--- src/rtl/fifo_flags_ip.sv ---
// rtl/fifo_flags_ip.sv - synchronous FIFO with count, threshold flags, error pulses, FWFT option
// Flags are computed from the next count, so they always agree with count_o.
module fifo_flags_ip #(
  parameter int WordLength     = 8,
  parameter int AddrBits       = 3,
  parameter int AlmostFullThr  = 6,
  parameter int AlmostEmptyThr = 2,
  parameter int Fwft           = 0
) (
  input  logic                  clk_i,
  input  logic                  rst_i,
  input  logic                  wr_i,
  input  logic [WordLength-1:0] w_data_i,
  input  logic                  rd_i,
  output logic [WordLength-1:0] r_data_o,
  output logic                  empty_o,
  output logic                  full_o,
  output logic                  almost_empty_o,
  output logic                  almost_full_o,
  output logic [AddrBits:0]     count_o,
  output logic                  overflow_o,
  output logic                  underflow_o
);

  localparam int DEPTH = 1 << AddrBits;
  localparam logic [AddrBits:0] C_DEPTH = (AddrBits+1)'(DEPTH);
  localparam logic [AddrBits:0] C_AF    = (AddrBits+1)'(AlmostFullThr);
  localparam logic [AddrBits:0] C_AE    = (AddrBits+1)'(AlmostEmptyThr);

  if (AlmostFullThr < 1 || AlmostFullThr > DEPTH) begin : g_bad_af
    $error("fifo_flags_ip: AlmostFullThr out of range 1..DEPTH");
  end
  if (AlmostEmptyThr < 0 || AlmostEmptyThr > DEPTH - 1) begin : g_bad_ae
    $error("fifo_flags_ip: AlmostEmptyThr out of range 0..DEPTH-1");
  end

  logic [WordLength-1:0] r_mem [DEPTH];
  logic [AddrBits-1:0]   r_wr_ptr, r_rd_ptr;
  logic [AddrBits:0]     r_count;
  logic                  r_empty, r_full, r_aempty, r_afull, r_ovf, r_unf;

  logic                  w_rd_acc, w_wr_acc;
  logic [AddrBits:0]     w_count_nxt;

  // A full FIFO can still take a write when the same cycle frees a slot.
  assign w_rd_acc    = rd_i & ~r_empty;
  assign w_wr_acc    = wr_i & (~r_full | w_rd_acc);
  assign w_count_nxt = r_count + (AddrBits+1)'(w_wr_acc) - (AddrBits+1)'(w_rd_acc);

  always_ff @(posedge clk_i) begin
    if (rst_i) begin
      r_wr_ptr <= '0;
      r_rd_ptr <= '0;
      r_count  <= '0;
      r_empty  <= 1'b1;
      r_full   <= 1'b0;
      r_aempty <= 1'b1;
      r_afull  <= 1'b0;
      r_ovf    <= 1'b0;
      r_unf    <= 1'b0;
    end else begin
      if (w_wr_acc) r_wr_ptr <= r_wr_ptr + 1'b1;
      if (w_rd_acc) r_rd_ptr <= r_rd_ptr + 1'b1;
      r_count  <= w_count_nxt;
      r_empty  <= (w_count_nxt == '0);
      r_full   <= (w_count_nxt == C_DEPTH);
      r_aempty <= (w_count_nxt <= C_AE);
      r_afull  <= (w_count_nxt >= C_AF);
      r_ovf    <= wr_i & ~w_wr_acc;
      r_unf    <= rd_i & ~w_rd_acc;
    end
  end

  always_ff @(posedge clk_i) begin
    if (!rst_i && w_wr_acc) r_mem[r_wr_ptr] <= w_data_i;
  end

  if (Fwft != 0) begin : g_fwft
    assign r_data_o = r_empty ? '0 : r_mem[r_rd_ptr];
  end else begin : g_reg
    logic [WordLength-1:0] r_rdata;
    always_ff @(posedge clk_i) begin
      if (rst_i)         r_rdata <= '0;
      else if (w_rd_acc) r_rdata <= r_mem[r_rd_ptr];
    end
    assign r_data_o = r_rdata;
  end

  assign empty_o        = r_empty;
  assign full_o         = r_full;
  assign almost_empty_o = r_aempty;
  assign almost_full_o  = r_afull;
  assign count_o        = r_count;
  assign overflow_o     = r_ovf;
  assign underflow_o    = r_unf;

endmodule

--- config.mk ---
export PLATFORM = sky130hd
export DESIGN_NAME = fifo_flags_ip
export DESIGN_NICKNAME = d
export VERILOG_FILES = /design/src/rtl/fifo_flags_ip.sv
export SDC_FILE = /design/constraint.sdc
export NUM_CORES = 1
export LEC_CHECK = 0
export ABC_AREA = 1
export CAP_MARGIN = 20
export CORE_MARGIN = 2
export CORE_UTILIZATION = 25
export DETAILED_ROUTE_END_ITERATION = 8
export PLACE_DENSITY = 0.54
export SYNTH_ARGS = -nofsm -noshare
export SYNTH_HDL_FRONTEND = slang
export SYNTH_SLANG_ARGS = --single-unit
--- constraint.sdc ---
create_clock -name clk_i -period 2.15 [get_ports clk_i]
set_input_delay 0.3225 -clock clk_i [delete_from_list [all_inputs] [get_ports clk_i]]
set_output_delay 0.3225 -clock clk_i [all_outputs]
set_load 0.03 [all_outputs]
# Yosys cells after proc, flatten, opt, wreduce, memory -nomap -nowiden
# Memory sizes are Yosys's and may differ from the RTL's. A register that Yosys moved wholly into a read port is not among the register bits.
# Cells that the tools add are included.
[word_totals]
reg_bits = 16
latch_bits = 0
mem_bits_rw = 64
mem_bits_ro = 0
in_bits = 12
output_inout_bits = 18
memories = 1
[mem_list]
columns = ["name", "words", "width", "rd", "rd_clocked_by_memory_dff", "write_ports", "line_no", "rtl"]
rows = [
  ["r_mem", 8, 8, 1, 1, 1, "37", "logic [WordLength-1:0] r_mem [DEPTH];"],
]
[classes]
addsub = 4
n_mul = 0
div_mod_pow = 0
n_lt_le_gt_ge = 2
eq_ne = 1
shift = 0
mux = 2
bitwise = 9
n_reduce_logical = 3
[ops]
columns = ["operator", "n"]
rows = [
  ["$add A3 B1 Y3 const B", 2],
  ["$add A4 B1 Y4", 1],
  ["$and A1 B1 Y1", 4],
  ["$eq A4 B4 Y1 const B", 1],
  ["$ge A4 B3 Y1 const B", 1],
  ["$le A4 B2 Y1 const B", 1],
  ["$logic_not A4 Y1", 1],
  ["$not A1 Y1", 4],
  ["$sub A4 B1 Y4", 1],
  ["$mux W1", 2],
  ["$logic_and A1 B1 Y1", 1],
  ["$logic_not A1 Y1", 1],
  ["$or A1 B1 Y1", 1],
]

# Depth between registers and ports, before layout
[logic_depth]
word_depth = 7
depth_mapped = 13
depth_no_buf = 13

# Worst setup path before layout
# No wires, ideal clock.
[synth_path]
path_type = "register to register"
from = "reg r_empty (netlist: empty_o)"
to = "reg r_empty (netlist: empty_o)"
setup_time_ns = 0.074
arrival_ns = 2.274
required_ns = 2.076
setup_slack_ns = -0.198
stages_incl_launch_ff = 13
path_buffers = 1
period_less_slack_ns = 2.348
path_cell_list = "dfxtp_1 -> inv_1 -> nand2_2 -> inv_2 -> buf_4 -> ha_1 -> inv_1 -> ha_1 -> inv_1 -> fa_1 -> xor2_1 -> nand3_1 -> o21ai_0"
[synth_between]
elab_chain_len = 7
[synth_lines]
columns = ["element", "line_no", "rtl"]
rows = [
  ["start, declared", "40", "logic r_empty, r_full, r_aempty, r_afull, r_ovf, r_unf;"],
  ["start signal, assigned", "65", "r_empty <= (w_count_nxt == '0);"],
  ["$not A1 Y1 *", "46", "assign w_rd_acc = rd_i & ~r_empty;"],
  ["$and A1 B1 Y1 *", "46", ""],
  ["net w_rd_acc", "42", "logic w_rd_acc, w_wr_acc;"],
  ["$or A1 B1 Y1", "47", "assign w_wr_acc = wr_i & (~r_full | w_rd_acc);"],
  ["$and A1 B1 Y1", "47", ""],
  ["$add A4 B1 Y4", "48", "assign w_count_nxt = r_count + (AddrBits+1)'(w_wr_acc) - (AddrBits+1)'(w_rd_acc);"],
  ["$sub A4 B1 Y4 *", "48", ""],
  ["$logic_not A4 Y1 *", "65", ""],
]
# The timed path passes the listed nets; every way through them passes the cells marked *.
# A chain may end at the register's enable or synchronous reset.

# Final worst setup path
[layout_path]
from = "reg r_empty (netlist: empty_o)"
to = "reg r_aempty (netlist: almost_empty_o)"
[layout_between]
elab_chain_len = 7
[layout_lines]
columns = ["element", "line_no", "rtl"]
rows = [
  ["$not A1 Y1 *", "46", ""],
  ["$and A1 B1 Y1 *", "46", ""],
  ["$or A1 B1 Y1", "47", ""],
  ["$and A1 B1 Y1", "47", ""],
  ["$add A4 B1 Y4", "48", ""],
  ["$sub A4 B1 Y4 *", "48", ""],
  ["$le A4 B2 Y1 *", "67", "r_aempty <= (w_count_nxt <= C_AE);"],
  ["end signal, assigned", "67", ""],
  ["end, declared", "40", ""],
]
# Mark *: on every way between the ends. The rest lies on a longest branch, timed or not.

==> flow_metrics.tcl <==
set metrics [dict create \
    rows 44 \
    setup_viol_count_final 0 \
    grtUsageTotal_pct 10.7 \
    first_global_vias 2411 \
    yosys.area.top_type_share_pct 51.2 \
    drt-initial-drc-count 198 \
    synth_nets 401 \
    synth.avg_cell_area_um2 9.82 \
    async_reset_ff_share_pct 0 \
    ff2ff_setup_slack_ns 0.1 \
    grt_antenna_before_repair 0 \
    clk_path_buf_depth 2 \
    grt_max_degree 35 \
    core_um2 14600 \
    path_clk_slew_ns 0.06 \
    synth_seq_area_share_pct 64.0 \
    ys_warn_count 0 \
    startpoint_type "flip-flop" \
    cts_root_buf "clkbuf_16" \
    end_kind "flip-flop" \
    yosysMostFrequentCell "nand2_1" \
    synth_area_um2 3750 \
    synth_edf_count 64 \
    vias_per_cell 4.06 \
    ys_top_cells_by_area "edfxtp_1, dfxtp_1, nand2_1" \
    ys.flop_type "edfxtp_1" \
    p_leak_nw 1.98 \
    routed_wl_um 8020 \
    vias 2497 \
    start_util_pct 25.7 \
    diodes 0 \
    areaGrowthSynthToFinish_pct 23.2 \
    worst_pin_slew_ns 0.469 \
    dpl.hpwl_um 5110 \
    die_h_um 127 \
    cts-buffers-inserted 9 \
    final_max_slew_viol_count 0 \
    hold_buffers 0 \
    syn_inst 382 \
    path_max_fanout 3 \
    synth_top_cell_by_area "edfxtp_1" \
    finalSetupTns_ns 0 \
    ys_seq_elements 88 \
    slew_headroom_pct 68.7 \
    layout.nets 445 \
    synth_cell_types 19 \
    drt_first_pass_iters 4 \
    drive_gt1_share_pct 9.28 \
    fin_crit_ns 2.05 \
    utilization_pct 31.7 \
    status "finished clean" \
    io_buffers 29 \
    finalClockSkew_ns 0.00763 \
    critPathRequiredTime_ns 2.36 \
    fin_crit_sh_pct 95.4 \
    hold_viol_final 0 \
    arrival_ns 2.26 \
    maxCapViolCount 0 \
    vdd_drop_max_mv 0.436 \
    die_area_um2 16000 \
    cts_tree "built" \
    htree_levels 3 \
    detail-route-antenna-nets 0 \
    power_mw 5.03 \
    synth_common_cells "nand2_1, inv_1, edfxtp_1, nand3_1, dfxtp_1" \
    cts_setup_buffers 0 \
    overflow 0 \
    grt_pass1_wl_um 12900 \
    ios 30 \
    clock.fmax_ghz 0.487 \
    gp_congestion 0.773 \
    drc 0 \
    cts.sinks 88 \
    path_class "flip-flop to flip-flop" \
    wl_per_cell_um 13.0 \
    dieWidth_um 127 \
    clock_latency_ns 0.34 \
    powerDensity_nw_per_um2 1090 \
    hold_path.class "input port to flip-flop" \
]
## power by group
part           total, mW  internal, mW  switching, mW
combinational       1.42         0.530          0.891
clock               1.51         0.893          0.621
sequential          2.10          1.99          0.108
total               5.03          3.41           1.62
## metal layers
layer	global-route usage (%)	vias to the layer above	share of wire (%)
li1	-	1307	-
met1	13.5	1137	49
met2	17.0	40	46
met3	3.50	13	4.1
met4	4.07	0	1.7
met5	0	-	0
## critical path, cell delays in order, from the launching register on
cell and delay (ns):
dfxtp_4 0.34, inv_1 0.06, nand2_2 0.08, nand2_2 0.08, nand2_2 0.05, ha_1 0.26, inv_1 0.03, ha_1 0.18
inv_1 0.07, fa_2 0.46, o21ai_0 0.19, o21ai_0 0.10
## logic make-up after synthesis
| family | Yosys count | share of synthesized area (%) |
|---|---|---|
| XOR/XNOR | 2 | 0.467 |
| buffers and inverters | 95 | 11.0 |
| adder cells (fa/ha/maj) | 7 | 2.53 |
| AND/OR/NAND/NOR | 159 | 17.8 |
| AO/OA/AOI/OAI | 31 | 4.13 |
| flip-flops | 88 | 64.0 |
## stage by stage
step           hold WS [ns]  cell area [µm²]  instances  setup WS [ns]
6_report              0.272             4620        615         0.0987
5_1_grt               0.284             4620        615        -0.0866
4_1_cts               0.474             4600        615        0.00656
3_5_place_dp          0.457             4310        599         -0.382
3_3_place_gp          0.465             4310        599         -0.331
2_1_floorplan         0.394             3770        382         0.0112
## flip-flops by register name (all words and copies together), names as in the netlist, 3 cells and up
| signal | count |
|---|---|
| count_o | 4 |
| r_data_o | 8 |
| r_mem | 64 |
| r_rd_ptr | 3 |
| r_wr_ptr | 3 |
## path summary, 6_finish.rpt
path | startpoint | to | cells after the start
max | empty_o$_SDFF_PP1_ | almost_empty_o$_SDFF_PP1_ | 11
max reg2reg | empty_o$_SDFF_PP1_ | almost_empty_o$_SDFF_PP1_ | 11
min | rd_i | underflow_o$_SDFF_PP0_ | 3
min reg2reg | empty_o$_SDFF_PP1_ | underflow_o$_SDFF_PP0_ | 2
## cells in the final DEF (no fill, tap or decap), drive strengths merged
cell / synthesis / final
ha: 6 / 6
o21ai: 16 / 16
nor2: 15 / 15
a21oi: 15 / 15
dfxtp: 24 / 24
clkinvlp: 0 / 1
xnor2: 1 / 1
clkbuf: 0 / 10
inv: 81 / 81
nand3: 53 / 53
clkinv: 1 / 5
xor2: 1 / 1
clkdlybuf4s50: 0 / 28
bufinv: 0 / 1
nand2: 91 / 91
edfxtp: 64 / 64
buf: 13 / 17
dlymetal6s2s: 0 / 1
fa: 1 / 1
## timing repair
action	4_1_cts	5_1_grt
gates resized for setup	0	4
pin swaps	1	0
setup endpoints to repair	1	4
## area by class of cell
class | instances | area, µm²
clock buffer | 10 | 229
inverter | 82 | 313
clock inverter | 6 | 60.1
timing repair buffer | 46 | 420
tap | 184 | 230
sequential | 88 | 2410
fill | 1464 | 9970
multi-input combinational | 199 | 965
Power figures use the tool's default switching activity.
==> RTL edit 1: new RTL, config.mk and constraints unchanged <==
Set the parameter `AlmostFullThr` to 4 (it was 6).
--- a/src/rtl/fifo_flags_ip.sv
+++ b/src/rtl/fifo_flags_ip.sv
@@ -5,3 +5,3 @@
   parameter int AddrBits       = 3,
-  parameter int AlmostFullThr  = 6,
+  parameter int AlmostFullThr  = 4,
   parameter int AlmostEmptyThr = 2,
Function: changed (Yosys sat finds a counterexample within 10 cycles, from zero or initial values and one cycle with rst_i high).
==> RTL edit 1 against the unedited design <==
Count of clock-buffer cells in the layout rose by 4. Routed wire length rose by 2.2%. Sequential share of layout area is 0.74 points lower. Power shrank 0.29%. Setup slack improved by 47 ps. Synthesized area up 1.0%. Final area is 1.4% higher. Sequential cell count unchanged. Highest routed layer unchanged.
==> RTL edit 1: results (changes against the unedited design) <==
data arrival time of the worst path 2280 ps (was 2260 ps); placed cells 612 (was 599); share of post-route cells with drive strength above 1 12.7% (was 9.28%); weighted congestion at the end of routability-driven global placement 0.766 (was 0.773); Layout Nets 455 (was 445); distinct cell type count after synthesis 21 (was 19); most used standard cells in the synthesized netlist 91 x sky130_fd_sc_hd__nand2_1, 79 x sky130_fd_sc_hd__inv_1, 64 x sky130_fd_sc_hd__edfxtp_1, 53 x sky130_fd_sc_hd__nand3_1, 24 x sky130_fd_sc_hd__dfxtp_1 (was 89 x sky130_fd_sc_hd__nand2_1, 78 x sky130_fd_sc_hd__inv_1, 64 x sky130_fd_sc_hd__edfxtp_1, 53 x sky130_fd_sc_hd__nand3_1, 24 x sky130_fd_sc_hd__dfxtp_1); largest reg by FF count r_mem (unchanged); min-delay worst type input pin to flip-flop (unchanged); DP Area 0.00440 sq mm (was 0.00431 sq mm); overall track demand over capacity in global routing 10.9% (was 10.7%); syn_nets 404 (was 401); Synth area leaders sky130_fd_sc_hd__edfxtp_1 51%, sky130_fd_sc_hd__dfxtp_1 13%, sky130_fd_sc_hd__nand2_1 9.0%, sky130_fd_sc_hd__inv_1 7.8%, sky130_fd_sc_hd__nand3_1 7.0% (was sky130_fd_sc_hd__edfxtp_1 51%, sky130_fd_sc_hd__dfxtp_1 13%, sky130_fd_sc_hd__nand2_1 8.9%, sky130_fd_sc_hd__inv_1 7.8%, sky130_fd_sc_hd__nand3_1 7.1%); outcome completed (unchanged); static leakage 1.99 nW (was 1.98 nW); vias in the first global route 2,604 (was 2,411); Post-Place Worst Slack -402 ps (was -382 ps); count of input and output buffers 29 (unchanged); global-route wire length before repair 13.4 mm (was 12.9 mm); total length of routed wires 8.20 mm (was 8.02 mm); post-layout instance count excluding filler cells 629 (was 615); VDD IR max 430 uV (was 436 uV); HPWL reported at the end of detailed placement 5.42 mm (was 5.11 mm); clock skew 6.77 ps (was 7.63 ps); Hold-fix buffers, CTS 0 (unchanged); worst-margin pin slew 489 ps (was 469 ps); CP peak stage delay 560 ps (was 460 ps); portion of the post-synthesis area used by sequential elements 63.4% (was 64.0%); number of inserted filler cells in the final layout 1,514 (was 1,464); via count normalized by instance count 4.16 (was 4.06); number of iterations in the first detailed-routing pass 4 (unchanged); Post-Synthesis Mean Instance Area 9.85 sq um (was 9.82 sq um); area taken by multi-input logic gates 0.00100 sq mm (was 965 sq um); latest clock arrival within the worst-skew pair 340 ps (about the same); count of routing violations after the opening detailed-route iteration 138 (was 198); Max stage delay cell, worst path sky130_fd_sc_hd__fa_2 (unchanged)
RTL edit 1: changes by cell type after synthesis, sizes merged:
cell / before / now
o21ai: 16 / 13
nand2: 91 / 93
nor2: 15 / 17
nor3: 0 / 2
buf: 13 / 12
clkbuf: 0 / 1
inv: 81 / 82
xor2: 1 / 0
RTL edit 1: cell families (layout without fill, tap and decap cells):
kind of cell / count (synthesis) / in the layout / share of synthesized area (%)
flip-flops: 88 / 88 / 63.4
XOR/XNOR: 1 / 1 / 0.231
adder cells (fa/ha/maj): 7 / 7 / 2.51
AND/OR/NAND/NOR: 165 / 165 / 18.3
buffers and inverters: 96 / 152 / 11.1
AO/OA/AOI/OAI: 28 / 28 / 4.49
RTL edit 1: cell type report:
cell class | count | area share (%)
Clock buffer | 14 | 5.20
Tap cell | 188 | 5.02
Clock inverter | 2 | 0.347
Multi-Input combinational cell | 201 | 21.4
Timing Repair Buffer | 53 | 10.0
Inverter | 83 | 6.75
Sequential cell | 88 | 51.3
RTL edit 1: worst min-delay path, delay by kind of cell:
family | cells | cell delay, ps
AND/OR/NAND/NOR | 2 | 100
buffers and inverters | 1 | 270
RTL edit 1: report_power, final:
group	internal, mW	switching (mW)	total [mW]
sequential	2.00	0.110	2.11
combinational	0.588	0.929	1.52
clock	0.787	0.605	1.39
RTL edit 1: path summary, 6_finish.rpt:
kind	from	to	slack [ps]	depth (start not counted)
max reg2reg	empty_o$_SDFF_PP1_	empty_o$_SDFF_PP1_	150	13
max	empty_o$_SDFF_PP1_	empty_o$_SDFF_PP1_	150	13
min reg2reg	empty_o$_SDFF_PP1_	underflow_o$_SDFF_PP0_	480	2
min	rd_i	underflow_o$_SDFF_PP0_	400	3
RTL edit 1: timing repair:
item                                    in CTS  in global routing
setup buffers                                0                  1
resized for setup                            2                  6
pin swaps                                    2                  6
endpoints found under the setup margin       3                  5
RTL edit 1: per-layer routing:
layer | vias to the layer above | global-route usage [%] | routed length (microns)
met1 | 1244 | 13.8 | 3820
li1 | 1323 | - | -
met3 | 11 | 3.14 | 274
met5 | - | 0 | 0
met2 | 39 | 17.9 | 3980
met4 | 0 | 3.68 | 123
==> RTL edit 2: new RTL, same settings <==
Made on the original files. Make the reset (`rst_i`) asynchronous in 2 clocked blocks.
--- a/src/rtl/fifo_flags_ip.sv
+++ b/src/rtl/fifo_flags_ip.sv
@@ -49,3 +49,3 @@
 
-  always_ff @(posedge clk_i) begin
+  always_ff @(posedge clk_i or posedge rst_i) begin
     if (rst_i) begin
@@ -81,3 +81,3 @@
     logic [WordLength-1:0] r_rdata;
-    always_ff @(posedge clk_i) begin
+    always_ff @(posedge clk_i or posedge rst_i) begin
       if (rst_i)         r_rdata <= '0;
Check against the original RTL: differs if rst_i is asserted again (counterexample within 4 cycles, from zero or initial values and one cycle with rst_i high); with rst_i held inactive, the same outputs for 10 cycles.
==> RTL edit 2 against the unedited design <==
Synthesized cell count fell by 4.7%. Sequential cell count unchanged. Final area grew 3.9%. Maximum frequency is 3.7% lower. Power up 27%. Routed wire length is 1.8% higher. Clock power increased by 6%. Synthesized area is 2.1% higher. Via count rose by 0.32%. Setup slack lost 79 ps. Critical path depth grew 3. Utilization increased by 0.13 points.
==> RTL edit 2: results (changes against the unedited design) <==
DP Area 0.00446 sq mm (was 0.00431 sq mm); share of post-route cells with drive strength above 1 15.1% (was 9.28%); GRT met2 Usage 16.9% (was 17.0%); post-layout instance count excluding filler cells 611 (was 615); overall track demand over capacity in global routing 10.5% (was 10.7%); routed wl met2 3.82 mm (was 3.66 mm); global-route wire length before repair 12.9 mm (about the same); CP peak stage delay 540 ps (was 460 ps); syn_nets 383 (was 401); area taken by multi-input logic gates 975 sq um (was 965 sq um); Slew Limit Headroom 55.5% (was 68.7%); Max stage delay cell, worst path sky130_fd_sc_hd__dfstp_2 (was sky130_fd_sc_hd__fa_2); count of routing violations after the opening detailed-route iteration 152 (was 198); met3 track utilization from global routing 2.09% (was 3.50%); met1 wire length 3.76 mm (was 3.90 mm); portion of the post-synthesis area used by sequential elements 65.9% (was 64.0%); depth of the worst register-to-register path 14 (was 11); static leakage 2.10 nW (was 1.98 nW); placed cells 593 (was 599); net switching component of the power 2.40 mW (was 1.62 mW); routed wl met3 361 microns (was 329 microns); outcome completed (unchanged); min-delay worst type input pin to async pin (was input pin to flip-flop); Post-Synthesis Mean Instance Area 10.5 sq um (was 9.82 sq um); VDD IR max 499 uV (was 436 uV); Layout Nets 437 (was 445); data arrival time of the worst path 2360 ps (was 2260 ps); Post-Place Worst Slack -348 ps (was -382 ps); HPWL reported at the end of detailed placement 5.35 mm (was 5.11 mm); via count normalized by instance count 4.10 (was 4.06); total length of routed wires 8.17 mm (was 8.02 mm); number of inserted filler cells in the final layout 1,529 (was 1,464)
## RTL edit 2: final timing paths
path	slack (ps)	from	endpoint
max reg2reg	20	empty_o$_DFF_PP1_	full_o$_DFF_PP0_
min	360	rst_i	r_rd_ptr[1]$_DFFE_PP0P_
max in group asynchronous	1440	rst_i	empty_o$_DFF_PP1_
min in group clk_i	490	r_data_o[0]$_DFFE_PP0P_	r_data_o[0]$_DFFE_PP0P_
max	20	empty_o$_DFF_PP1_	full_o$_DFF_PP0_
min reg2reg	490	r_data_o[0]$_DFFE_PP0P_	r_data_o[0]$_DFFE_PP0P_
## RTL edit 2: layout make-up
class | instances | area share, %
Clock buffer | 9 | 4.69
Clock inverter | 7 | 1.62
Inverter | 68 | 5.58
Multi-Input combinational cell | 195 | 20.3
Sequential cell | 88 | 52.6
Tap cell | 188 | 4.90
Timing Repair Buffer | 56 | 10.3
## RTL edit 2: power by group through the flow
stage	clock [mW]	combinational [mW]	sequential, mW
2_1_floorplan	0	1.50	2.59
3_3_place_gp	0	2.30	2.44
3_5_place_dp	0	2.33	2.44
4_1_cts	1.63	2.36	2.41
5_1_grt	1.68	2.67	2.44
6_report	1.60	2.41	2.40
## RTL edit 2: cell families after synthesis
logic type,after synthesis,synth area share (%)
AO/OA/AOI/OAI,4,0.522
XOR/XNOR,7,1.80
adder cells (fa/ha/maj),7,2.48
buffers and inverters,81,9.96
flip-flops,88,65.9
AND/OR/NAND/NOR,177,19.3
## RTL edit 2: critical path: cells and delay by family, from the launching register on
family | cells | cell delay [ps]
flops | 1 | 540
fa+ha+maj | 3 | 670
simple gates | 7 | 630
buf+inv | 4 | 170
## RTL edit 2: timing repair
item	4_1_cts	5_1_grt
setup buffers	1	1
hold buffers	0	0
pin swaps	2	4
setup endpoints to repair	4	4
resized for setup	4	5
